==> config.mk <==
export PLATFORM = sky130hd
export DESIGN_NAME = inst_fetch_unit_flat
export DESIGN_NICKNAME = d
export VERILOG_FILES = /design/src/rtl/inst_fetch_unit_if.sv /design/src/rtl/inst_fetch_unit.sv /design/src/flat_wrapper.sv
export SDC_FILE = /design/constraint.sdc
export NUM_CORES = 1
export LEC_CHECK = 0
export CAP_MARGIN = 20
export CORE_ASPECT_RATIO = 0.6
export CORE_UTILIZATION = 40
export DETAILED_ROUTE_END_ITERATION = 8
export PLACE_DENSITY = 0.71
export SLEW_MARGIN = 5
export SYNTH_ARGS = -nofsm -noshare
export SYNTH_HDL_FRONTEND = slang
export SYNTH_SLANG_ARGS = --single-unit
==> constraint.sdc <==
create_clock -name clk -period 6.2 [get_ports clk]
set_input_delay 0.62 -clock clk [delete_from_list [all_inputs] [get_ports clk]]
set_output_delay 0.62 -clock clk [all_outputs]
set_load 0.01 [all_outputs]
==> src/rtl/inst_fetch_unit_if.sv <==
// Instruction-memory request/response bundle between the fetch unit and imem.
interface inst_fetch_unit_if;
    logic        imem_req;
    logic [31:0] imem_addr;
    logic        imem_ready;
    logic [31:0] imem_rdata;

    modport master (
        output imem_req,
        output imem_addr,
        input  imem_ready,
        input  imem_rdata
    );

    modport slave (
        input  imem_req,
        input  imem_addr,
        output imem_ready,
        output imem_rdata
    );
endinterface

==> src/rtl/inst_fetch_unit.sv <==
// Fetch stage: owns the PC, fetches over a req/ready handshake, issues one instruction
// at a time and resolves the next PC from jump/branch codes; halts on a misaligned target.
module inst_fetch_unit #(
    parameter logic [31:0] RESET_PC = 32'h0000_0000
) (
    input  logic                      clk,
    input  logic                      rstn,
    inst_fetch_unit_if.master         imem,
    input  logic                      stall,
    input  logic [1:0]                Jump,
    input  logic [1:0]                Branch,
    input  logic                      Zero,
    input  logic [31:0]               reg_target,
    output logic [31:0]               inst,
    output logic                      inst_valid,
    output logic [31:0]               pc,
    output logic [31:0]               pc_plus4,
    output logic [31:0]               instret,
    output logic                      halted,
    output logic [31:0]               bad_target
);

    typedef enum logic [1:0] {StReq, StIssue, StHalt} state_e;

    state_e      state_q;
    logic [31:0] pc_q;
    logic [31:0] inst_q;
    logic [31:0] instret_q;
    logic        valid_q;
    logic        halted_q;
    logic [31:0] bad_q;

    logic [31:0] pc_plus4_w;
    logic [31:0] br_off;
    logic        br_taken;
    logic [31:0] npc;

    always_comb begin
        pc_plus4_w = pc_q + 32'd4;
        br_off     = {{14{inst_q[15]}}, inst_q[15:0], 2'b00};
        br_taken   = ((Branch == 2'd1) && Zero) || ((Branch == 2'd2) && !Zero);
        npc        = pc_plus4_w;
        if (Jump == 2'd1) begin
            npc = {pc_plus4_w[31:28], inst_q[25:0], 2'b00};
        end else if (Jump == 2'd2) begin
            npc = reg_target;
        end else if (br_taken) begin
            npc = pc_plus4_w + br_off;
        end
    end

    always_ff @(posedge clk or negedge rstn) begin
        if (!rstn) begin
            state_q   <= StReq;
            pc_q      <= RESET_PC;
            inst_q    <= 32'h0;
            instret_q <= 32'h0;
            valid_q   <= 1'b0;
            halted_q  <= 1'b0;
            bad_q     <= 32'h0;
        end else begin
            unique case (state_q)
                StReq: begin
                    if (imem.imem_ready) begin
                        inst_q  <= imem.imem_rdata;
                        valid_q <= 1'b1;
                        state_q <= StIssue;
                    end
                end
                StIssue: begin
                    if (!stall) begin
                        valid_q <= 1'b0;
                        if (npc[1:0] != 2'b00) begin
                            halted_q <= 1'b1;
                            bad_q    <= npc;
                            state_q  <= StHalt;
                        end else begin
                            pc_q      <= npc;
                            instret_q <= instret_q + 32'd1;
                            state_q   <= StReq;
                        end
                    end
                end
                StHalt: begin
                end
                default: state_q <= StHalt;
            endcase
        end
    end

    // Reset state is StReq, so the request must be masked while rstn is held low.
    assign imem.imem_req  = rstn && (state_q == StReq);
    assign imem.imem_addr = pc_q;

    assign inst       = inst_q;
    assign inst_valid = valid_q;
    assign pc         = pc_q;
    assign pc_plus4   = pc_plus4_w;
    assign instret    = instret_q;
    assign halted     = halted_q;
    assign bad_target = bad_q;

endmodule

==> src/flat_wrapper.sv <==
// flat-port wrapper written by rule: the top's interface ports become plain ports
module inst_fetch_unit_flat 
#(
    parameter logic [31:0] RESET_PC = 32'h0000_0000
)
  (clk, rstn, stall, Jump, Branch, Zero, reg_target, inst, inst_valid, pc, pc_plus4, instret, halted, bad_target, imem_imem_req, imem_imem_addr, imem_imem_ready, imem_imem_rdata);
  inst_fetch_unit_if imem_i ();
  input  logic clk;
  input  logic rstn;
  input  logic stall;
  input  logic [1:0] Jump;
  input  logic [1:0] Branch;
  input  logic Zero;
  input  logic [31:0] reg_target;
  output logic [31:0] inst;
  output logic inst_valid;
  output logic [31:0] pc;
  output logic [31:0] pc_plus4;
  output logic [31:0] instret;
  output logic halted;
  output logic [31:0] bad_target;
  output wire logic [$bits(imem_i.imem_req)-1:0] imem_imem_req;
  output wire logic [$bits(imem_i.imem_addr)-1:0] imem_imem_addr;
  input wire logic [$bits(imem_i.imem_ready)-1:0] imem_imem_ready;
  input wire logic [$bits(imem_i.imem_rdata)-1:0] imem_imem_rdata;
  assign imem_imem_req = imem_i.imem_req;
  assign imem_imem_addr = imem_i.imem_addr;
  assign imem_i.imem_ready = imem_imem_ready;
  assign imem_i.imem_rdata = imem_imem_rdata;
  inst_fetch_unit #(.RESET_PC(RESET_PC)) u_core (.clk(clk), .rstn(rstn), .imem(imem_i), .stall(stall), .Jump(Jump), .Branch(Branch), .Zero(Zero), .reg_target(reg_target), .inst(inst), .inst_valid(inst_valid), .pc(pc), .pc_plus4(pc_plus4), .instret(instret), .halted(halted), .bad_target(bad_target));
endmodule
# Yosys cells after proc, flatten, opt, wreduce, memory -nomap -nowiden
# Cells that the tools add are included.
# W data, S select, Z words.
# totals
word_cells,44
input_bits,73
out_inout_bits,195
ff_bits,132
# classes
n_reduce_logical,13
n_bitwise,3
n_addsub,3
n_mux,10
n_eq_ne,8
# op_table
operator,n
$mux W32,3
$add A32 B1 Y32 const B,1
$add A32 B3 Y32 const B,1
$add A32 B32 Y32,1
$reduce_and A3 Y1,4
$eq A2 B1 Y1 const B,3
$eq A2 B2 Y1 const B,3
$mux W2,3
$pmux W2 S3,1
$ne A2 B2 Y1 const B,2
$reduce_bool A2 Y1,2
$logic_and A1 B1 Y1,3
$not A1 Y1,3
$logic_not A2 Y1,1
$mux W1,2
$pmux W1 S2,1
$reduce_and A2 Y1,1
$logic_not A1 Y1,1
$logic_or A1 B1 Y1,1

# Logic depth before layout (Yosys ltp)
# depth
ltp_word,10
ltp_mapped,18
depth_no_buf,17

# Worst setup path before layout
# OpenSTA, ideal clock, no wires.
# synth_timing
path_kind,register to register
startpoint,register u_core.pc_q[2] (netlist: u_core.imem.imem_addr[2])
endpoint,register u_core.pc_q[26] (netlist: u_core.imem.imem_addr[26])
path_slack_ps,2244
stages_incl_launch_ff,18
arrival_ps,3823
n_path_buf,1
synth_period_minus_slack_ps,3956
setup_ps,133
path_cell_list,dfrtp_1 > ha_1 > inv_1 > nor4_2 > and3_1 > nand4_1 > xnor2_1 > ha_1 > clkbuf_1 > o21a_1 > o21bai_1 > inv_1 > a221o_1 > a21oi_1 > xor2_1 > o211ai_1 > a32oi_1 > o21ai_1
# synth_via
elab_chain_len,5
# synth_rtl
element,line,rtl
start: declaration,inst_fetch_unit.sv:26,logic [31:0] pc_q;
start signal: assignment,inst_fetch_unit.sv:78,pc_q <= npc;
$add A32 B3 Y32,inst_fetch_unit.sv:39,pc_plus4_w = pc_q + 32'd4;
via pc_plus4[24],flat_wrapper.sv:18,output logic [31:0] pc_plus4;
$add A32 B32 Y32,inst_fetch_unit.sv:48,npc = pc_plus4_w + br_off;
$mux W32,inst_fetch_unit.sv:47,end else if (br_taken) begin
$mux W32,inst_fetch_unit.sv:45,end else if (Jump == 2'd2) begin
$mux W32,inst_fetch_unit.sv:43,if (Jump == 2'd1) begin
# The timed path passes the listed nets, and every way through them passes these cells.
# A chain may end at the register's enable or synchronous reset.

# Worst setup path in the final report
# layout_timing
startpoint,register u_core.pc_q[2] (netlist: u_core.imem.imem_addr[2])
endpoint,register u_core.pc_q[31] (netlist: u_core.imem.imem_addr[31])
# layout_via
elab_chain_len,5
# layout_rtl
element,line
$add A32 B3 Y32 *,inst_fetch_unit.sv:39
$add A32 B32 Y32,inst_fetch_unit.sv:48
$mux W32,inst_fetch_unit.sv:47
$mux W32,inst_fetch_unit.sv:45
$mux W32 *,inst_fetch_unit.sv:43
# Mark *: on every way between the ends. The rest lies on a longest branch, timed or not.

==> impl_metrics.tcl <==
set metrics [dict create \
    status "finished, violations left" \
    violations "design-rule violations" \
    fill_cells 1869 \
    die_width_microns 192.5 \
    synth_flop_cell "dfrtp_1" \
    skew_ns 0.01068 \
    power_leakage_nw 5.105 \
    slowest_delay_ns 0.56 \
    drt_first_pass_iters 7 \
    final_nets 1313 \
    relSlewSlack 0.3677 \
    avgSynthCellArea_sq_um 8.798 \
    postCtsHoldBufs 0 \
    path_cells "ha_1, inv_1, nor4_2, and3_1, nand2_1, xnor2_1, ha_1, nand4_1, nor2_1, inv_1, a2111oi_0, o22ai_1, xnor2_1, nand2_1, nor2_1, a21oi_1, a31o_1" \
    synth_xor_area_frac 0.08347 \
    cts_tree "done" \
    clk_path_buf_depth 2 \
    switching_share 0.4424 \
    synth.net_count 1101 \
    viasPerCell 5.624 \
    finalMaxSlewViolations 0 \
    timing.hold.ws_ns 0.1620 \
    drive_above_1_share 0.07819 \
    pwr-share-seq 0.247 \
    synth_edf_count 0 \
    hold_viol 0 \
    p_per_area_nw_per_um2 546.5 \
    synth_cell_type_count 68 \
    crit_fanout 9 \
    drc_errors 12 \
    grt_pass1_vias 7993 \
    cap_violations 0 \
    crit_family "simple AND/OR/NAND/NOR gates" \
    diodes 0 \
    clock_latency_ns 0.43 \
    htree_levels 4 \
    antenna_left 0 \
    wirelength_microns 31230 \
    synthCells 990 \
    syn_area_sq_um 8710 \
    p_clk_frac 0.156 \
    p_switching_mw 2.891 \
    cts.repair.resized 0 \
    synth.yosys.seq_area_share 0.3793 \
    grt_first_pass_wirelength_microns 47790 \
    io_pins 268 \
    synth-compound-area-share 0.1949 \
    die_y_microns 116.3 \
    gp_congestion 0.9441 \
    antenna_found_initial 2 \
    finalSetupViolations 0 \
    critical_path_class "reg -> reg" \
    syn_to_final_growth_pct 37.31 \
    synthAdderAreaFrac 0.05545 \
    dieArea_sq_um 22390 \
    yosys-mux-area-fraction 0.05416 \
    internal-power_mw 3.644 \
    clock.fmax_mhz 204.2 \
    tightest_slew_ns 0.9484 \
    period_minus_slack_ns 4.898 \
    multi_input_area_sq_um 4883 \
    place.port_buffers 267 \
    cts.sinks 132 \
    synth-seq-cells 132 \
    yosys_warnings 0 \
    drt_iter0_drc 660 \
    synth_top_family_by_area "compound AO/OA/AOI/OAI gates" \
    vias 8402 \
    cts_setup_buffers 0 \
    final-seq-area_sq_um 3303 \
    hpwl_microns 22940 \
    critPathSlowestCell "nor4_2" \
    cp-start-kind "register" \
    cts_root_buf "clkbuf_16" \
    critical_path_buf_inv_count 2 \
    grt_max_degree 71 \
    routedWlPerCell_microns 20.91 \
    min_period_over_period 0.7899 \
    synthSimpleGateAreaFrac 0.1711 \
    std_cell_rows 41 \
    vdd.ir_drop.worst_mv 0.3271 \
    grt_overflow_total 0 \
    grt_use_total 0.2860 \
    coreArea_sq_um 21190 \
    arrival_ns 5.22 \
    start_util 0.4111 \
    hold_path.class "in -> async" \
    cp.required_ns 6.52 \
    rsz0062_at_grt "no" \
    synthArstFlopShare 1.000 \
    worst_setup_path_end_kind "register" \
    numCtsBuffers 17 \
    finalSetupTns_ns 0 \
    combPwrFrac 0.597 \
    cts.reportedPaths.clkPinSlew_ns 0.06 \
]
## layout make-up
| type | instances | share of cell area |
|---|---|---|
| clock inverter | 12 | 0.009939 |
| timing repair buffer | 278 | 0.2301 |
| multi-input combinational | 750 | 0.4083 |
| tap | 279 | 0.02919 |
| inverter | 23 | 0.007219 |
| clock buffer | 20 | 0.03902 |
| sequential | 132 | 0.2762 |
## per-stage QoR
stage          area (sq um)  instances  setup slack (ns)  utilization  total power [mW]
2_1_floorplan          8710        990             2.244            -             3.773
3_3_place_gp          11370       1462             1.541       0.5368             5.422
3_5_place_dp          11370       1462             1.439       0.5368             5.428
4_1_cts               11960       1494             1.404       0.5645             6.491
5_1_grt               11960       1494            0.8982       0.5645             6.942
6_report              11960       1494             1.302       0.5645             6.535
## power groups by stage
| stage | sequential (mW) | clock [mW] | combinational [mW] |
|---|---|---|---|
| 2_1_floorplan | 1.61 | 0 | 2.16 |
| 3_3_place_gp | 1.61 | 0 | 3.82 |
| 3_5_place_dp | 1.61 | 0 | 3.82 |
| 4_1_cts | 1.61 | 1.04 | 3.85 |
| 5_1_grt | 1.66 | 1.07 | 4.21 |
| 6_report | 1.61 | 1.02 | 3.90 |
## worst paths after layout
| check | start | to | slack (ns) | cells past startpoint |
|---|---|---|---|---|
| setup / recovery | u_core.imem.imem_addr[2] | u_core.imem.imem_addr[31] | 1.30 | 17 |
| hold reg to reg | u_core.halted | u_core.halted | 0.47 | 1 |
| max in group asynchronous | rstn | u_core.inst[15] | 4.67 | 2 |
| setup reg to reg | u_core.imem.imem_addr[2] | u_core.imem.imem_addr[31] | 1.30 | 17 |
| hold / removal | rstn | u_core.instret[2] | 0.16 | 1 |
| min in group clk | u_core.halted | u_core.halted | 0.47 | 1 |
## cells by family after synthesis
| group | Yosys count |
|---|---|
| buf+inv | 108 |
| fa+ha+maj | 38 |
| mux | 43 |
| xor+xnor | 83 |
| compound gates | 261 |
| simple gates | 325 |
| flops | 132 |
## sequential cells by signal, indices dropped and copies added (netlist names)
register	flops
u_core.bad_target	32
u_core.halted	1
u_core.imem.imem_addr	32
u_core.inst	32
u_core.inst_valid	1
u_core.instret	32
u_core.state_q	2
## layout by cell type (no fill, tap or decap), types with 15 or more instances in the layout
cell / count
a211oi_1: 16
a21o_1: 24
a21oi_1: 57
and3_1: 18
clkbuf_16: 17
clkdlybuf4s50_1: 265
dfrtp_1: 132
ha_1: 37
inv_1: 21
mux2_2: 33
nand2_1: 140
nand3_1: 34
nand4_1: 15
nor2_1: 68
o21ai_0: 50
o21ai_1: 19
xnor2_1: 63
xor2_1: 20
## Yosys cell counts, drive strengths merged (7+ instances only)
library cell,instances,share of area
o211ai,11,0.0095
nand2,141,0.061
nor2,69,0.030
dfrtp,132,0.38
a211oi,17,0.015
nand4,15,0.011
nor3,10,0.0063
buf,41,0.033
mux2,33,0.043
o21bai,7,0.0060
xnor2,63,0.063
xor2,20,0.020
mux2i,10,0.011
clkbuf,44,0.019
and3,18,0.013
o21a,9,0.0078
nand2b,7,0.0050
a21o,24,0.021
a31oi,10,0.0072
o21ai,71,0.041
inv,22,0.0095
a21oi,57,0.033
and2,10,0.0072
ha,37,0.053
nand3,34,0.020
## per-layer routing
| layer | wire length [microns] | global-route usage | vias up |
|---|---|---|---|
| li1 | - | - | 3911 |
| met1 | 15540 | 0.4434 | 4067 |
| met2 | 12210 | 0.3801 | 386 |
| met3 | 3109 | 0.08624 | 36 |
| met4 | 363 | 0.06247 | 2 |
| met5 | 13 | 0 | - |
No activity file was read; power rests on OpenSTA's default activity.
